[config.mk]
export PLATFORM = sky130hd
export DESIGN_NAME = apb_slave_memory
export DESIGN_NICKNAME = d
export VERILOG_FILES = /design/src/rtl/apb_slave_memory.sv
export SDC_FILE = /design/constraint.sdc
export NUM_CORES = 1
export LEC_CHECK = 0
export CAP_MARGIN = 20
export CORE_ASPECT_RATIO = 1.2
export CORE_MARGIN = 10
export CORE_UTILIZATION = 55
export CTS_CLUSTER_SIZE = 24
export DETAILED_ROUTE_END_ITERATION = 10
export PLACE_DENSITY = 0.73
export SYNTH_ARGS = -nofsm -noshare
export SYNTH_HDL_FRONTEND = slang
export SYNTH_SLANG_ARGS = --single-unit
export TNS_END_PERCENT = 1
[constraint.sdc]
create_clock -name pclk -period 2.9 [get_ports pclk]
set_input_delay 0.435 -clock pclk [delete_from_list [all_inputs] [get_ports pclk]]
set_output_delay 0.435 -clock pclk [all_outputs]
set_load 0.01 [all_outputs]
[src/rtl/apb_slave_memory.sv]
// APB4 completer backed by a word-addressed register memory.
// Supports fixed wait-state insertion, byte-strobed writes, and PSLVERR on
// out-of-range, misaligned, illegal-strobe or non-secure accesses.
module apb_slave_memory #(
    parameter int unsigned              ADDRESS_WIDTH = 32,
    parameter int unsigned              DATA_WIDTH    = 32,
    parameter int unsigned              MEM_DEPTH     = 16,
    parameter logic [ADDRESS_WIDTH-1:0] BASE_ADDR     = '0,
    parameter int unsigned              WAIT_STATES   = 0,
    parameter bit                       SECURE_ONLY   = 1'b0
) (
    input  logic                       pclk,
    input  logic                       presetn,
    input  logic                       pselx,
    input  logic                       penable,
    input  logic                       pwrite,
    input  logic [ADDRESS_WIDTH-1:0]   paddr,
    input  logic [DATA_WIDTH-1:0]      pwdata,
    input  logic [DATA_WIDTH/8-1:0]    pstrb,
    input  logic [2:0]                 pprot,
    output logic                       pready,
    output logic [DATA_WIDTH-1:0]      prdata,
    output logic                       pslverr
);

    localparam int unsigned STRB_W    = DATA_WIDTH / 8;
    localparam int unsigned BYTE_OFF  = $clog2(STRB_W);
    localparam int unsigned IDX_W     = $clog2(MEM_DEPTH);
    localparam int unsigned MEM_BYTES = MEM_DEPTH * STRB_W;
    // One extra bit so BASE_ADDR + size cannot wrap at the top of the space.
    localparam logic [ADDRESS_WIDTH:0]   LIMIT      = {1'b0, BASE_ADDR} + (ADDRESS_WIDTH+1)'(MEM_BYTES);
    localparam logic [ADDRESS_WIDTH-1:0] ALIGN_MASK = ADDRESS_WIDTH'(STRB_W - 1);
    localparam logic [3:0]               WAIT_LOAD  = 4'(WAIT_STATES);

    typedef enum logic {
        ST_IDLE,
        ST_ACCESS
    } state_t;

    state_t                  r_state;
    logic [3:0]              r_cnt;
    logic                    r_write;
    logic [DATA_WIDTH-1:0]   r_wdata;
    logic [STRB_W-1:0]       r_strb;
    logic [IDX_W-1:0]        r_idx;
    logic                    r_err;
    logic                    r_pready;
    logic                    r_pslverr;
    logic [DATA_WIDTH-1:0]   r_prdata;
    logic [DATA_WIDTH-1:0]   r_mem [MEM_DEPTH];

    state_t                  w_state_nxt;
    logic [3:0]              w_cnt_nxt;
    logic                    w_write_nxt;
    logic [DATA_WIDTH-1:0]   w_wdata_nxt;
    logic [STRB_W-1:0]       w_strb_nxt;
    logic [IDX_W-1:0]        w_idx_nxt;
    logic                    w_err_nxt;
    logic                    w_pready_nxt;
    logic                    w_pslverr_nxt;
    logic [DATA_WIDTH-1:0]   w_prdata_nxt;
    logic                    w_mem_we;

    logic                    w_setup;
    logic [ADDRESS_WIDTH-1:0] w_offset;
    logic [IDX_W-1:0]        w_idx_live;
    logic                    w_err_live;
    logic                    w_unused_prot;

    // Decode of the live bus used when a setup phase is accepted.
    assign w_setup    = pselx & ~penable;
    assign w_offset   = paddr - BASE_ADDR;
    assign w_idx_live = IDX_W'(w_offset >> BYTE_OFF);
    assign w_err_live = ({1'b0, paddr} < {1'b0, BASE_ADDR})
                      | ({1'b0, paddr} >= LIMIT)
                      | ((paddr & ALIGN_MASK) != '0)
                      | (~pwrite & (pstrb != '0))
                      | (SECURE_ONLY & pprot[1]);
    assign w_unused_prot = pprot[0] ^ pprot[2];

    // Next-state, transfer capture and registered-output precompute.
    always_comb begin
        w_state_nxt = r_state;
        w_cnt_nxt   = r_cnt;
        w_write_nxt = r_write;
        w_wdata_nxt = r_wdata;
        w_strb_nxt  = r_strb;
        w_idx_nxt   = r_idx;
        w_err_nxt   = r_err;
        w_mem_we    = 1'b0;

        case (r_state)
            ST_IDLE: begin
                if (w_setup) begin
                    w_state_nxt = ST_ACCESS;
                    w_cnt_nxt   = WAIT_LOAD;
                    w_write_nxt = pwrite;
                    w_wdata_nxt = pwdata;
                    w_strb_nxt  = pstrb;
                    w_idx_nxt   = w_idx_live;
                    w_err_nxt   = w_err_live;
                end
            end
            ST_ACCESS: begin
                if (r_cnt == 4'd0) begin
                    // Completion cycle is on the bus now; retire at this edge.
                    w_state_nxt = ST_IDLE;
                    w_mem_we    = r_write & ~r_err;
                end else if (pselx & penable) begin
                    w_cnt_nxt = r_cnt - 4'd1;
                end else begin
                    // Requester abandoned the transfer before completion.
                    w_state_nxt = ST_IDLE;
                end
            end
            default: w_state_nxt = ST_IDLE;
        endcase

        w_pready_nxt  = (w_state_nxt == ST_ACCESS) && (w_cnt_nxt == 4'd0);
        w_pslverr_nxt = w_pready_nxt & w_err_nxt;
        w_prdata_nxt  = (w_pready_nxt & ~w_write_nxt & ~w_err_nxt) ? r_mem[w_idx_nxt] : '0;
    end

    // State, captured transfer and output registers.
    always_ff @(posedge pclk) begin
        if (!presetn) begin
            r_state   <= ST_IDLE;
            r_cnt     <= '0;
            r_write   <= 1'b0;
            r_wdata   <= '0;
            r_strb    <= '0;
            r_idx     <= '0;
            r_err     <= 1'b0;
            r_pready  <= 1'b0;
            r_pslverr <= 1'b0;
            r_prdata  <= '0;
        end else begin
            r_state   <= w_state_nxt;
            r_cnt     <= w_cnt_nxt;
            r_write   <= w_write_nxt;
            r_wdata   <= w_wdata_nxt;
            r_strb    <= w_strb_nxt;
            r_idx     <= w_idx_nxt;
            r_err     <= w_err_nxt;
            r_pready  <= w_pready_nxt;
            r_pslverr <= w_pslverr_nxt;
            r_prdata  <= w_prdata_nxt;
        end
    end

    // Memory array: cleared on reset, byte-lane merge on a clean write completion.
    always_ff @(posedge pclk) begin
        if (!presetn) begin
            for (int unsigned i = 0; i < MEM_DEPTH; i++) begin
                r_mem[i] <= '0;
            end
        end else if (w_mem_we) begin
            for (int unsigned b = 0; b < STRB_W; b++) begin
                if (r_strb[b]) begin
                    r_mem[r_idx][b*8 +: 8] <= r_wdata[b*8 +: 8];
                end
            end
        end
    end

    assign pready  = r_pready;
    assign prdata  = r_prdata;
    assign pslverr = r_pslverr;

endmodule

Yosys cells after proc, flatten, opt, wreduce, memory -nomap -nowiden --
Memory sizes are Yosys's and may differ from the RTL's. A register that Yosys moved wholly into a read port is not among the register bits. Cells that the tools add are included.
Word-level totals: bits in writable memories 512, word-level logic and storage cells 72, output and inout bits 34, memories kept 1, register bits 49
Memories:
- r_mem | depth 16, width 32, rd ports 1, clocked after Yosys merged registers in 1, wr ports 16, RTL line 50 | logic [DATA_WIDTH-1:0] r_mem [MEM_DEPTH];
Operators by class: bitwise operators 15, add/sub/neg operators 1, reduce and logical (&&, ||, !) cells 9, muxes and demuxes 36, magnitude comparators 1
Operators with widths (count):
- $ge 32x7->1 const B | 1
- $mux 32 | 1
- $reduce_bool 32->1 | 1
- $reduce_or 32->1 | 1
- $mux 4 | 7
- $mux 1 | 26
- $logic_not 4->1 | 2
- $pmux 4 s2 | 1
- $and 1x1->1 | 7
- $not 1->1 | 6
- $reduce_and 2->1 | 2
- $reduce_bool 4->1 | 1
- $sub 4x1->4 const B | 1
- $or 1x1->1 | 2
- $pmux 1 s2 | 1
- $logic_and 1x1->1 | 1
- $logic_not 1->1 | 1

Depth between registers and ports, before layout --
depth in word-level cells 10, gate-level depth with buffers 10

Worst setup path after synthesis --
OpenSTA, ideal clock, no wires.
path kind register to register, start point register r_cnt[0], end point memory r_mem[14][10] (enable), arrival time 2156 ps, cell stages (with the launch flop) 8, library setup time 384 ps, required time 2516 ps, path slack 360 ps, cells stage by stage dfxtp_1 inv_1 ha_1 or3b_1 nor2_1 nand2_1 clkbuf_1 o21ai_0
RTL lines:
- from (decl) | RTL line 41 | logic [3:0] r_cnt;
- from (signal assigned) | RTL line 139 | r_cnt <= w_cnt_nxt;
- to (decl) | RTL line 50

Final worst setup path --
start point register r_state, end point register r_prdata[18] (netlist: prdata[18]), read port of r_mem
On the way: word-level cells in the longest chain between the ends 8, elaborated cells on any way between the ends 14, those cells by class mux (5); bitwise (5); reduce/logical (4)
Ends and longest elaborated chain:
- from (decl) | RTL line 40 | state_t r_state;
- from (signal assigned) | RTL line 138 | r_state <= w_state_nxt;
- $not 1->1 (no source line)
- $pmux 4 s2 | RTL line 92 | case (r_state)
- $logic_not 4->1 | RTL line 119 | w_pready_nxt = (w_state_nxt == ST_ACCESS) && (w_cnt_nxt == 4'd0);
- $logic_and 1x1->1 | RTL line 119
- $and 1x1->1 (2 in a row) | RTL line 121 | w_prdata_nxt = (w_pready_nxt & ~w_write_nxt & ~w_err_nxt) ? r_mem[w_idx_nxt] : '0;
- $reduce_and 2->1 (no source line)
- $logic_not 1->1 (no source line)
- to (decl) | RTL line 49 | logic [DATA_WIDTH-1:0] r_prdata;
Parallel ways exist; a longest one is shown, timed or not. A chain may end at the register's enable or synchronous reset.

==> run summary <==
## Timing
• **Max Slew Vio Count** 0
• **transition time of the tightest slew-check pin** 837.5 ps
• **Setup Total Neg Slack** 0 ps
• **worst slew slack as a fraction of its limit** 44.09%
• **Setup Viol. Count Final** 0
• **unrepaired setup endpoints after global routing** false
• **worst clock skew on the final layout** 14.07 ps
• **final worst path period share** 91.56%
• **minimum clock period after layout** 2655 ps
• **hold violation total from the final report** 0
• **Max Clk Rate** 376.6 MHz

## Critical path
• **data required time at the worst endpoint** 3420 ps
• **launch point of the worst reg-to-reg path** r_state
• **cell class contributing the biggest share of worst-path delay** compound AO/OA/AOI/OAI gates
• **critical-path maximum fanout** 28
• **crit path kind** reg2reg
• **Crit path buffers/inverters** 3
• **R2R depth** 9
• **destination of the critical timing path** prdata[18]
• **category of the worst setup path capture point** flop
• **Critical Path Source Type** flop
• **worst setup path start** r_state
• **Worst path depth** 9
• **slowest cell on the critical path** sky130_fd_sc_hd__or3b_4
• **Worst EP arrival** 3170 ps
• **chain of cells forming the critical path** or3b_4, a21oi_4, buf_12, buf_12, a21oi_1, a221oi_1, buf_4, nor4_1, nor2_1
• **CP dominant cell by count** sky130_fd_sc_hd__buf_12
• **Reg2Reg Setup Slack** 240 ps
• **endpoint of the worst-slack reg-to-reg timing path** prdata[18]
• **max incr delay on CP** 520 ps

## Detailed routing
• **total via count after detailed routing** 18720
• **length of the first detailed-routing pass in iterations** 6
• **via/cell ratio** 5.857
• **total length of routed wires** 67840 um
• **detail-routed net length per standard cell** 21.22 um
• **Remaining DRCs** 0
• **number of nets with antenna violations after routing** 0
• **Iteration-0 DRC Markers** 1715

## Synthesis
• **synth warn** 0
• **asr flop ratio synth** 0%
• **count of mapped cells out of synthesis** 2316
• **proportion of synthesized chip area in sequential cells** 64.00%
• **syn nets** 2393
• **number of storage elements in the synthesis netlist** 593
• **mean instance size in the synthesized netlist** 11.47 um2
• **combined area of all synthesized cells** 26560 um2
• **number of enable-type register cells in the synthesized netlist** 512
• **top_reg_cell synth** sky130_fd_sc_hd__edfxtp_1
• **Cell variety after synth** 41

## Global route
• **GRT Residual Overflow** 0
• **maximum number of pins on one net before global-route repair** 74
• **met2 track utilization from global routing** 39.65%
• **wire length of the first global-routing pass** 104500 um
• **initial antenna violation count** 0
• **all-layer global routing usage** 23.41%
• **via count of the first global-routing pass** 18670
• **met3 global-route usage** 4.483%
• **GRT busiest layer** met2
• **met1 routing resource usage after global routing** 29.09%

## Worst hold path
• **hold crit path type** in2reg
• **worst hold stages** 3

## Placement
• **Placed Instances** 3094
• **gpl congestion** 0.9058
• **Buffers on Ports** 106
• **estimated wirelength of the detail-placed design** 44770 um

## Clocking
• **hold buffer count at cts** 0
• **total of cells resized after clock tree synthesis** 0
• **CTS clock-pin slew for the worst setup and hold paths** 60 ps
• **Setup Buffers After CTS** 0
• **largest buffer count on any clock path** 3
• **CTS tree** built
• **CTS sink cnt** 593
• **H-tree lvl count** 2
• **clock latency on the worst-skew pair** 590 ps
• **total CTS buffers** 55
• **Clock Tree Root** sky130_fd_sc_hd__clkbuf_16

## Power
• **Static Leak** 11.16 nW
• **worst voltage drop across the vdd grid** 0.0004287 V
• **areal power density over the cells** 589.9 nW/um2
• **Tot Pwr** 18.42 mW

## Layout
• **multi-input combinational cell area** 8655 um2
• **Sequential cell area** 17000 um2
• **share of post-route cells with drive strength above 1** 12.04%
• **Final Util** 65.20%
• **number of inserted filler cells in the final layout** 3539
• **area growth from synthesis to layout** 17.60%
• **number of cells in the finished layout apart from fillers** 3197
• **number of antenna repair diodes** 0
• **final net count** 2598

## Floorplanning
• **Core Box Area** 47900 um2
• **initial cell density of the core** 55.45%
• **I/O pin count** 110
• **Die Ht** 260.7 um
• **Die Width** 220.6 um
• **number of placement rows** 88
• **die area** 57510 um2

## Outcome
• **run status** finished clean

## Run
• **number of maximum-capacitance constraint violations** 0

==> per-stage QoR <==
stage | cell area (um2) | worst slack (ps) | hold slack, ps
floorplan | 26560 | 360.4 | 443.7
global placement | 29430 | -92.97 | 452.2
detailed placement | 29430 | -114.5 | 458.2
CTS | 31230 | 248.3 | 112.6
global route | 31230 | 78.31 | 143.0
finish | 31230 | 244.7 | 140.4
==> routing by layer <==
layer  wire [um]  vias up
li1            -     8678
met1       26070     9074
met2       33540      823
met3        5755      149
met4        2478        0
met5           0        -
==> worst reg2reg max path: cells and delay by family (launching register included) <==
kind	cells	cell delay [ps]
buf+inv	3	630
simple gates	3	650
flops	1	490
compound gates	3	800
==> state kept, by name, summed over array words and instances (netlist names) <==
signal	flops
r_strb	4
r_mem	512
r_idx	4
r_write	1
r_cnt	4
pready	1
prdata	32
r_wdata	32
r_err	1
r_state	1
pslverr	1
==> report_power, final <==
group | total (mW) | leakage, nW | switching [mW] | internal, mW
Clock | 7.20 | 0.884 | 3.11 | 4.09
Sequential | 9.72 | 5.94 | 0.204 | 9.51
Combinational | 1.51 | 4.34 | 0.881 | 0.626
==> Yosys cell counts (all sizes together), types with 3 or more instances <==
cell type / number / share of area, %
o21ai: 64 / 1.2
edfxtp: 512 / 58
inv: 3 / 0.042
nor2b: 9 / 0.21
and2: 517 / 12
a22oi: 3 / 0.085
buf: 87 / 2.3
a21boi: 38 / 1.1
dfxtp: 81 / 6.1
nor4: 41 / 0.97
a21oi: 258 / 4.9
nand3: 9 / 0.17
nor2: 100 / 1.4
a221oi: 128 / 4.2
nand2b: 3 / 0.071
clkbuf: 84 / 1.2
nand4: 5 / 0.12
mux2i: 5 / 0.19
nand2: 348 / 4.9
==> how the worst min path moves through the flow <==
stage                           end  startpoint
after floorplan           r_strb[0]   r_strb[0]
after global placement    r_strb[2]   r_strb[2]
after detailed placement  r_strb[0]   r_strb[0]
after CTS                   r_state     presetn
after global routing        r_state     presetn
final                       r_state     presetn
==> kinds of logic after synthesis <==
family	synth area share, %
simple gates	20.36
flops	64.00
compound gates	11.77
buf+inv	3.576
mux	0.2450
fa+ha+maj	0.04711
==> layout make-up <==
type	count	area share [%]
Sequential cell	593	54.42
Clock buffer	86	5.300
Clock inverter	17	0.4527
Timing Repair Buffer	319	9.551
Inverter	3	0.03606
Multi-Input combinational cell	1549	27.71
Tap cell	630	2.524
==> placed cells by master, fill, tap and decap left out, types with 3 or more instances in the layout <==
| master | instances |
|---|---|
| sky130_fd_sc_hd__nand2_1 | 348 |
| sky130_fd_sc_hd__nor4_1 | 41 |
| sky130_fd_sc_hd__clkbuf_1 | 17 |
| sky130_fd_sc_hd__inv_1 | 3 |
| sky130_fd_sc_hd__clkinv_2 | 10 |
| sky130_fd_sc_hd__nand2b_1 | 3 |
| sky130_fd_sc_hd__clkbuf_8 | 12 |
| sky130_fd_sc_hd__a21oi_1 | 257 |
| sky130_fd_sc_hd__a22oi_1 | 3 |
| sky130_fd_sc_hd__clkbuf_16 | 57 |
| sky130_fd_sc_hd__a21boi_0 | 38 |
| sky130_fd_sc_hd__nor2b_1 | 9 |
| sky130_fd_sc_hd__nand4_1 | 5 |
| sky130_fd_sc_hd__nor2_1 | 100 |
| sky130_fd_sc_hd__edfxtp_1 | 512 |
| sky130_fd_sc_hd__nand3_1 | 9 |
| sky130_fd_sc_hd__clkdlybuf4s50_1 | 105 |
| sky130_fd_sc_hd__and2_1 | 517 |
| sky130_fd_sc_hd__a221oi_1 | 128 |
| sky130_fd_sc_hd__buf_4 | 188 |
| sky130_fd_sc_hd__buf_12 | 26 |
| sky130_fd_sc_hd__o21ai_0 | 64 |
| sky130_fd_sc_hd__dfxtp_1 | 81 |
| sky130_fd_sc_hd__mux2i_1 | 4 |
No activity file was read; power rests on OpenSTA's default activity.
